--- src/rtl/alu_acc_unit.sv ---
// alu_acc_unit: 8-bit accumulator execute stage fed by the register file read
// ports and an instruction immediate. Ops start with a start/busy/done handshake;
// STA drives a single-cycle register-file write pulse.
// Optional feature macro ALU_MUL_EN: when defined, opcode 110 is a multi-cycle
// shift-add multiply; when undefined, opcode 110 is a one-cycle NOP.
module alu_acc_unit #(
    parameter int word_size  = 8,
    parameter int index_size = 4
) (
    input  logic                  clk,
    input  logic                  rst,
    input  logic                  start,
    input  logic [2:0]            opcode,
    input  logic [word_size-1:0]  operand_a,
    input  logic [word_size-1:0]  operand_b,
    input  logic [word_size-1:0]  imm,
    input  logic [index_size-1:0] dest_addr,
    output logic                  busy,
    output logic                  done,
    output logic [word_size-1:0]  acc,
    output logic                  zero_flag,
    output logic                  carry_flag,
    output logic                  write_enable,
    output logic [index_size-1:0] write_address,
    output logic [word_size-1:0]  write_data
);

    typedef enum logic [2:0] {
        OP_LDA = 3'b000,
        OP_LDI = 3'b001,
        OP_ADD = 3'b010,
        OP_SUB = 3'b011,
        OP_AND = 3'b100,
        OP_OR  = 3'b101,
        OP_MUL = 3'b110,
        OP_STA = 3'b111
    } opcode_t;

`ifdef ALU_MUL_EN
    typedef enum logic [1:0] {
        ST_IDLE = 2'd0,
        ST_EXEC = 2'd1,
        ST_MUL  = 2'd2
    } state_t;

    localparam logic [3:0] MUL_STEPS = 4'd8;

    logic [3:0]             mul_count;
    logic [2*word_size-1:0] mul_product;
    logic [2*word_size-1:0] mul_mcand;
    logic [word_size-1:0]   mul_mplier;
`else
    typedef enum logic [1:0] {
        ST_IDLE = 2'd0,
        ST_EXEC = 2'd1
    } state_t;

    // operand_b only feeds the multiplier, which is absent in this build
    logic unused_operand_b;
    assign unused_operand_b = ^operand_b;
`endif

    state_t                state, state_next;
    opcode_t               op_q;
    logic [word_size-1:0]  a_q;
    logic [word_size-1:0]  imm_q;
    logic [index_size-1:0] dest_q;
    logic                  accept;
    logic [word_size:0]    sum_ext;
    logic [word_size:0]    diff_ext;

    assign accept = (state == ST_IDLE) && start;
    assign busy   = (state != ST_IDLE);

    // Carry-out of the add and borrow of the subtract both land in the extra top bit
    always_comb begin
        sum_ext  = {1'b0, acc} + {1'b0, a_q};
        diff_ext = {1'b0, acc} - {1'b0, a_q};
    end

    // State register
    // NOTE: sequential state uses non-blocking (<=) so every flop samples pre-edge values.
    always_ff @(posedge clk or posedge rst) begin
        if (rst) state <= ST_IDLE;
        else     state <= state_next;
    end

    // Next-state logic
    // NOTE: state_next gets a default before the case so no path leaves it unassigned (no latch).
    always_comb begin
        state_next = state;
        case (state)
            ST_IDLE: begin
                if (start) begin
`ifdef ALU_MUL_EN
                    state_next = (opcode_t'(opcode) == OP_MUL) ? ST_MUL : ST_EXEC;
`else
                    state_next = ST_EXEC;
`endif
                end
            end
            ST_EXEC: state_next = ST_IDLE;
`ifdef ALU_MUL_EN
            ST_MUL:  if (mul_count == MUL_STEPS) state_next = ST_IDLE;
`endif
            default: state_next = ST_IDLE;
        endcase
    end

    // Operand capture on accept, accumulator/flag update, done and write pulses
    always_ff @(posedge clk or posedge rst) begin
        if (rst) begin
            op_q          <= OP_LDA;
            a_q           <= '0;
            imm_q         <= '0;
            dest_q        <= '0;
            acc           <= '0;
            zero_flag     <= 1'b0;
            carry_flag    <= 1'b0;
            done          <= 1'b0;
            write_enable  <= 1'b0;
            write_address <= '0;
            write_data    <= '0;
`ifdef ALU_MUL_EN
            mul_count     <= '0;
            mul_product   <= '0;
            mul_mcand     <= '0;
            mul_mplier    <= '0;
`endif
        end else begin
            done         <= 1'b0;
            write_enable <= 1'b0;

            if (accept) begin
                op_q   <= opcode_t'(opcode);
                a_q    <= operand_a;
                imm_q  <= imm;
                dest_q <= dest_addr;
`ifdef ALU_MUL_EN
                mul_count   <= '0;
                mul_product <= '0;
                mul_mcand   <= {{word_size{1'b0}}, operand_a};
                mul_mplier  <= operand_b;
`endif
            end

            if (state == ST_EXEC) begin
                done <= 1'b1;
                case (op_q)
                    OP_LDA: begin
                        acc        <= a_q;
                        zero_flag  <= (a_q == '0);
                        carry_flag <= 1'b0;
                    end
                    OP_LDI: begin
                        acc        <= imm_q;
                        zero_flag  <= (imm_q == '0);
                        carry_flag <= 1'b0;
                    end
                    OP_ADD: begin
                        acc        <= sum_ext[word_size-1:0];
                        zero_flag  <= (sum_ext[word_size-1:0] == '0);
                        carry_flag <= sum_ext[word_size];
                    end
                    OP_SUB: begin
                        acc        <= diff_ext[word_size-1:0];
                        zero_flag  <= (diff_ext[word_size-1:0] == '0);
                        carry_flag <= diff_ext[word_size];
                    end
                    OP_AND: begin
                        acc        <= acc & a_q;
                        zero_flag  <= ((acc & a_q) == '0);
                        carry_flag <= 1'b0;
                    end
                    OP_OR: begin
                        acc        <= acc | a_q;
                        zero_flag  <= ((acc | a_q) == '0);
                        carry_flag <= 1'b0;
                    end
                    OP_STA: begin
                        write_enable  <= 1'b1;
                        write_address <= dest_q;
                        write_data    <= acc;
                    end
                    default: ; // OP_MUL reaches here only as the NOP build
                endcase
            end

`ifdef ALU_MUL_EN
            if (state == ST_MUL) begin
                if (mul_count == MUL_STEPS) begin
                    acc        <= mul_product[word_size-1:0];
                    zero_flag  <= (mul_product[word_size-1:0] == '0);
                    carry_flag <= |mul_product[2*word_size-1:word_size];
                    done       <= 1'b1;
                end else begin
                    if (mul_mplier[0]) mul_product <= mul_product + mul_mcand;
                    mul_mcand  <= mul_mcand << 1;
                    mul_mplier <= mul_mplier >> 1;
                    mul_count  <= mul_count + 4'd1;
                end
            end
`endif
        end
    end

endmodule

--- config.mk ---
export PLATFORM = sky130hd
export DESIGN_NAME = alu_acc_unit
export DESIGN_NICKNAME = d
export VERILOG_FILES = /design/src/rtl/alu_acc_unit.sv
export SDC_FILE = /design/constraint.sdc
export NUM_CORES = 1
export LEC_CHECK = 0
export CORE_MARGIN = 2
export CORE_UTILIZATION = 45
export DETAILED_ROUTE_END_ITERATION = 10
export GPL_ROUTABILITY_DRIVEN = 1
export GPL_TIMING_DRIVEN = 0
export HOLD_SLACK_MARGIN = 0.08
export PLACE_DENSITY = 0.77
export SYNTH_ARGS = -nofsm -noshare
export SYNTH_HDL_FRONTEND = slang
export SYNTH_SLANG_ARGS = --single-unit
--- constraint.sdc ---
create_clock -name clk -period 4.03 [get_ports clk]
set_input_delay 0.806 -clock clk [delete_from_list [all_inputs] [get_ports clk]]
set_output_delay 0.806 -clock clk [all_outputs]
set_load 0.03 [all_outputs]
==> impl_metrics.json <==
{
  "status": "finished, final reports clean",
  "synth_area_per_cell_sq_um": 8.90,
  "fin_area_sq_um": 3910,
  "power_leakage_nw": 1.67,
  "cts_buffers": 5,
  "max_slew_margin_pct": 56.4,
  "cp.arrival_ns": 2.81,
  "setup_tns_ns": 0,
  "ir_worst_vdd_uv": 325,
  "r2r_start": "acc[1]",
  "min_period_over_period_pct": 65.3,
  "reg2reg_setup_slack_ns": 1.40,
  "initial_utilization_pct": 46.6,
  "startpoint_type": "flop",
  "grt_pass1_vias": 2742,
  "io_buffers": 50,
  "cp-endpoint": "zero_flag",
  "track_usage_pct": 23.4,
  "wirelength_um": 8850,
  "grt_max_degree": 34,
  "critical_path_peak_fanout": 7,
  "slew_viol_final": 0,
  "place_congestion": 0.968,
  "dpl.hpwl_um": 6690,
  "seq_area_frac_synth_pct": 37.9,
  "syn2layout_area_growth_pct": 23.3,
  "finish.utilization_pct": 57.5,
  "rows": 30,
  "worst_r2r_path_depth": 8,
  "ys.flop_type": "dfrtp_1",
  "setup_ws_ns": 1.40,
  "num_vias": 2919,
  "multi_input_area_sq_um": 1790,
  "core_sq_um": 6790,
  "root_buffer": "clkbuf_8",
  "register_area_sq_um": 1200,
  "clock_sinks": 48,
  "reg2reg_to": "zero_flag",
  "n_antenna_cell": 0,
  "hp-class": "flop to flop",
  "worstSetupPathType": "flop to flop",
  "setup.worst_path.start": "acc[1]",
  "layout-drive-gt1-share_pct": 6.99,
  "syn_inst": 356,
  "dieArea_sq_um": 7730,
  "synth_nets": 416,
  "cts_setup_buffers": 0,
  "async_reset_ff_share_pct": 100,
  "cts_tree": "yes",
  "setup_viol": 0,
  "ys_types": 55,
  "wl_per_cell_um": 17.3,
  "rsz0062_at_grt": "no",
  "antenna_found_initial": 0,
  "final_common_cell": "clkdlybuf4s50_1",
  "cap_violations": 0,
  "path_clk_slew_ns": 0.10,
  "dr.pass1.iters": 5,
  "yosys_warnings": 0,
  "fp.dieW_um": 87.9,
  "grt_pass1_wl_um": 13900,
  "cts_resized": 0,
  "clockBufferDepth": 2,
  "finalHoldViolCount": 0,
  "clk_latency_ns": 0.31,
  "place_ws_ns": 1.36,
  "drtIter0Drc": 204,
  "placed_area_sq_um": 3810,
  "nFillCells": 617,
  "viasPerCell": 5.71,
  "holdBufCountCts": 0,
  "die_h_um": 87.9,
  "synth-edff-count": 0,
  "antenna_left": 0,
  "io_pins": 59,
  "synth.cell_area_sq_um": 3170,
  "mostFrequentLayoutCells": "50 x clkdlybuf4s50_1, 48 x dfrtp_1, 44 x nand2_1",
  "powerDensity_nw_per_um2": 630,
  "synth-seq-cells": 48,
  "fin_skew_ns": 0.0107,
  "layout_min_cycle_time_ns": 2.63,
  "worst_pin_slew_ns": 0.654,
  "cts_htree_levels": 2,
  "drcViolationCount": 0,
  "overflow": 0,
  "worstPathRequired_ns": 4.21,
  "critPathCaptureType": "flop",
  "fmax_mhz": 380,
  "finalNetCount": 474
}
critical path, stage by stage, from the launching register on:
cell and delay, ns:
dfrtp_1 0.49, inv_1 0.17, ha_1 0.35, a211oi_1 0.44, o21bai_1 0.16, and4_1 0.23
or2_2 0.29, a41oi_1 0.24, o41ai_2 0.12
worst min path at each step:
stage / endpoint / start / cells past startpoint / slack, ns
global placement: write_address[1] / dest_q[1] / 2 / 0.45
global route: write_address[2] / dest_q[2] / 2 / 0.50
floorplan: write_address[0] / dest_q[0] / 2 / 0.43
detailed placement: write_address[2] / dest_q[2] / 2 / 0.45
finish: write_address[2] / dest_q[2] / 2 / 0.47
CTS: write_address[2] / dest_q[2] / 2 / 0.47
cell type report:
type | count | share of cell area (%)
timing repair buffer | 51 | 13.3
tap | 96 | 3.07
clock buffer | 6 | 2.11
multi-input combinational | 262 | 45.9
inverter | 26 | 2.50
sequential | 48 | 30.7
buffer | 20 | 1.95
clock inverter | 2 | 0.384
cell usage after synthesis (7+ instances only):
cell | number | area share (%)
dfrtp_1 | 48 | 38
nand2_1 | 44 | 5.2
o21ai_0 | 35 | 5.5
inv_1 | 25 | 3.0
ha_1 | 24 | 9.5
nor2_1 | 21 | 2.5
clkbuf_1 | 16 | 1.9
a21oi_1 | 15 | 2.4
mux2_2 | 13 | 4.6
nor3_1 | 9 | 1.4
nand2b_1 | 7 | 1.4
power breakdown:
| part | switching [W] | leakage [nW] | internal [W] |
|---|---|---|---|
| Clock | 0.000175 | 0.0434 | 0.000139 |
| Combinational | 0.000849 | 1.04 | 0.000578 |
| Sequential | 0.000118 | 0.587 | 0.000605 |
| Total | 0.00114 | 1.67 | 0.00132 |
state kept, by name, indices dropped and copies added, names as in the netlist, 3 cells and up:
register / cells
write_data: 8
op_q: 3
write_address: 4
dest_q: 4
acc: 8
imm_q: 8
a_q: 8
metal layers:
layer	part of all wire [%]	GRT usage, %
met1	44	33.4
met2	47	37.1
met3	7.7	4.24
met4	1.3	5.87
met5	0	0
metrics by stage:
stage | std cells | total power [W] | hold WS [ns]
3_3_place_gp | 502 | 0.00210 | 0.445
2_1_floorplan | 356 | 0.00166 | 0.435
6_report | 511 | 0.00246 | 0.467
4_1_cts | 511 | 0.00245 | 0.471
3_5_place_dp | 503 | 0.00214 | 0.449
5_1_grt | 511 | 0.00262 | 0.503
logic make-up after synthesis:
kind of cell,Yosys count,synth area share [%]
DFF,48,37.9
adders and majority gates,26,10.7
buffers and inverters,46,5.49
muxes,17,5.88
and+or+nand+nor,113,17.5
xor gates and xnor gates,9,2.49
AOI/OAI and AO/OA,97,20.0
(Power assumes the default switching activity.)
==> edit 1 (same flow settings) <==
Change the parameter `word_size` from 8 to 4.
--- a/src/rtl/alu_acc_unit.sv
+++ b/src/rtl/alu_acc_unit.sv
@@ -6,3 +6,3 @@
 module alu_acc_unit #(
-    parameter int word_size  = 8,
+    parameter int word_size  = 4,
     parameter int index_size = 4
Ports: changed (5 resized); port bits go from 59 to 39. No check against the original RTL was run, so the function may have changed too.
==> edit 1 against the unedited design <==
  * Synthesized area is 42% lower
  * Clock skew is 4.6 ps lower
  * First-iteration DRC count is 41% lower
  * Die area decreased by 40%
  * Sequential cell count shrank 16
  * Fmax grew 8.9%
  * Final cell count down 44%
  * Setup slack better by 210 ps
  * Power fell by 40%
  * Hold slack worse by 3.7 ps
  * Sequential power shrank 35%
  * Register-to-register slack better by 530 ps
  * Design area shrank 40%
  * Routed wire length is 52% lower
  * Largest power group unchanged
==> edit 1: results (changes against the unedited design) <==
Clock tree
  – Clock slew at reported path FFs: 70 ps (was 100 ps)

Final layout
  – Comb_multi_in: 138 (was 262)
  – Signal buffers: 43 (was 71)
  – Sequential portion of the cell area: 0.340 (was 0.307)
  – Layout cells sized above 1: 0.0979 (was 0.0699)
  – Invs w/o clock: 14 (was 26)
  – # fillers: 363 (was 617)

Yosys
  – Area contributors post-synth: dfrtp_1 44%, ha_1 8.2%, nand2_1 6.5% (was dfrtp_1 38%, ha_1 9.5%, o21ai_0 5.5%)
  – Post-synthesis adder-cell area fraction: 0.103 (was 0.107)
  – Post-Synth XOR/XNOR Area: 0.0238 (was 0.0249)

Worst setup path
  – CP max stage cell: clkdlybuf4s50_1 (was dfrtp_1)
  – Worst Setup SP: state[0] (was acc[1])
  – R2R Setup Slk: 1930 ps (was 1400 ps)

Global routing
  – Routing usage on met2: 0.348 (was 0.371)
  – M3 GR Usage: 0.0444 (was 0.0424)
  – First-pass GRT wire length: 7180 um (was 13900 um)
  – Vias in the first global route: 1451 (was 2742)

Timing
  – Final Skew: 6.12 ps (was 10.7 ps)
  – Tightest Pin Transition: 1180 ps (was 654 ps)

Routing
  – Metal3 WL: 288 um (was 682 um)
  – Wire length on met1: 1850 um (was 3870 um)
  – Vias per cell: 5.41 (was 5.71)

Placement
  – Port Buffers: 34 (was 50)
  – Final Wtd Congestion: 0.913 (was 0.968)
  – Dpl cells: 277 (was 503)

Status
  – Outcome: completed (unchanged)
edit 1: changes by cell type in the layout (fill, tap and decap cells not counted), moves of 6 or more:
| cell | delta |
|---|---|
| inv_1 | -12 |
| ha_1 | -12 |
| o21ai_0 | -17 |
| dfrtp_1 | -16 |
| nand2b_1 | -6 |
| nand2_1 | -12 |
| clkdlybuf4s50_1 | -16 |
| nor2_1 | -12 |
| clkbuf_1 | -12 |
| mux2_2 | -7 |
| a21oi_1 | -6 |
edit 1: through the flow:
stage / setup slack, ps / hold WS, ps / total power [W] / area, sq um
finish: 1610 / 463 / 0.00147 / 2350
global route: 1570 / 491 / 0.00157 / 2350
CTS: 1610 / 465 / 0.00148 / 2350
detailed placement: 1790 / 446 / 0.00117 / 2240
global placement: 1810 / 438 / 0.00115 / 2240
floorplan: 1990 / 432 / 0.000928 / 1840
edit 1: report_power, final:
group | internal (W) | total, W | switching (W)
clock network | 0.000183 | 0.000306 | 0.000124
logic | 0.000300 | 0.000697 | 0.000397
registers | 0.000404 | 0.000469 | 0.0000642
==> edit 2 (config.mk and constraints unchanged) <==
Without the edit above. Register the output `write_enable` once more, with the module's reset; this adds one clock of latency there. The other outputs are not delayed to match.
--- a/src/rtl/alu_acc_unit.sv
+++ b/src/rtl/alu_acc_unit.sv
@@ -38,2 +38,4 @@
 
+    logic write_enable_s0;
+
 `ifdef ALU_MUL_EN
@@ -120,3 +122,3 @@
             done          <= 1'b0;
-            write_enable  <= 1'b0;
+            write_enable_s0 <= 1'b0;
             write_address <= '0;
@@ -131,3 +133,3 @@
             done         <= 1'b0;
-            write_enable <= 1'b0;
+            write_enable_s0 <= 1'b0;
 
@@ -180,3 +182,3 @@
                     OP_STA: begin
-                        write_enable  <= 1'b1;
+                        write_enable_s0 <= 1'b1;
                         write_address <= dest_q;
@@ -206,2 +208,10 @@
 
+    always_ff @(posedge clk or posedge rst) begin
+        if (rst) begin
+            write_enable <= '0;
+        end else begin
+            write_enable <= write_enable_s0;
+        end
+    end
+
 endmodule
Formal check against the unedited RTL: not equivalent (a bounded check fails within 4 cycles, from zero or initial values and one cycle with rst high).
==> edit 2 against the unedited design <==
  * Largest cell class unchanged
  * Power increased by 3.0%
  * Critical path depth is the same
  * Synthesized area up 0.79%
  * Sequential cell count is 1 higher
  * Count of clock-buffer cells in the layout unchanged
  * Via count decreased by 0.72%
  * Setup slack worse by 80 ps
  * Non-clock buffer count unchanged
  * Die area rose by 0.75%
  * Design area up 1.2%
  * Utilization increased by 0.38 points
  * Routed wire length increased by 2.7%
==> edit 2: results (changes against the unedited design) <==
Routing
  – Wire length on met1: 4120 um (was 3870 um)
  – Wire per inst: 17.8 um (was 17.3 um)
  – Violation count after the first detailed-route iteration: 198 (was 204)
  – Vias per cell: 5.66 (was 5.71)
  – Post-Route WL: 9090 um (was 8850 um)

Yosys
  – Register area share after synthesis: 0.384 (was 0.379)
  – Compound-gate portion of the synthesized area: 0.198 (was 0.200)
  – Top cells by count, synth: 49 x dfrtp_1, 44 x nand2_1, 35 x o21ai_0 (was 48 x dfrtp_1, 44 x nand2_1, 35 x o21ai_0)
  – Number of cells produced by synthesis: 357 (was 356)
  – Area contributors post-synth: dfrtp_1 38%, ha_1 9.4%, o21ai_0 5.5% (was dfrtp_1 38%, ha_1 9.5%, o21ai_0 5.5%)
  – Post-synthesis adder-cell area fraction: 0.107 (about the same)
  – Post-Synth XOR/XNOR Area: 0.0247 (was 0.0249)
  – Multiplexer share of the synthesized area: 0.0584 (was 0.0588)
  – Main synth FF type: dfrtp_1 (unchanged)
  – Syn_nets: 417 (was 416)

Final layout
  – Layout cells sized above 1: 0.0697 (was 0.0699)
  – # fillers: 626 (was 617)

Status
  – Outcome: completed (unchanged)

Global routing
  – GR Util met1: 0.337 (was 0.334)
  – M3 GR Usage: 0.0373 (was 0.0424)
  – Vias in the first global route: 2762 (was 2742)
  – Largest net degree at the start of global routing: 40 (was 34)
  – First-pass GRT wire length: 14200 um (was 13900 um)
  – Routing usage on met2: 0.388 (was 0.371)

Worst setup path
  – WP data arrival: 2900 ps (was 2810 ps)
  – Worst path max stage delay: 510 ps (was 490 ps)

Timing
  – Final Skew: 5.69 ps (was 10.7 ps)

Placement
  – Dpl cells: 504 (was 503)
  – Setup slack after placement: 1390 ps (was 1360 ps)
  – Placed Area: 3830 sq um (was 3810 sq um)
  – Final Wtd Congestion: 0.943 (was 0.968)

Pwr
  – Lkg Pwr: 1.70 nW (was 1.67 nW)
[edit 2: power by group]
| part | switching (W) | internal (W) | total (W) |
|---|---|---|---|
| combinational | 0.000850 | 0.000578 | 0.00143 |
| clock | 0.000174 | 0.000202 | 0.000376 |
| sequential | 0.000117 | 0.000615 | 0.000732 |
[edit 2: final timing paths]
check | from | endpoint | slack, ps | depth (start not counted)
max in group asynchronous | rst | imm_q[4] | 2820 | 3
worst max register to register | acc[1] | zero_flag | 1320 | 8
worst max-delay path | acc[1] | zero_flag | 1320 | 8
worst min register to register | write_enable_s0 | write_enable | 360 | 0
worst min-delay path | write_enable_s0 | write_enable | 360 | 0
min in group asynchronous | rst | write_enable | 730 | 2
[edit 2: area by class of cell]
type                            count  area (sq um)  area share
Multi-Input combinational cell    262          1790       0.454
Sequential cell                    49          1230       0.310
Timing Repair Buffer               51           520       0.132
Tap cell                           96           120      0.0304
Inverter                           26          97.6      0.0247
Clock buffer                        6          82.6      0.0209
Buffer                             20          76.3      0.0193
Clock inverter                      2          37.5     0.00949
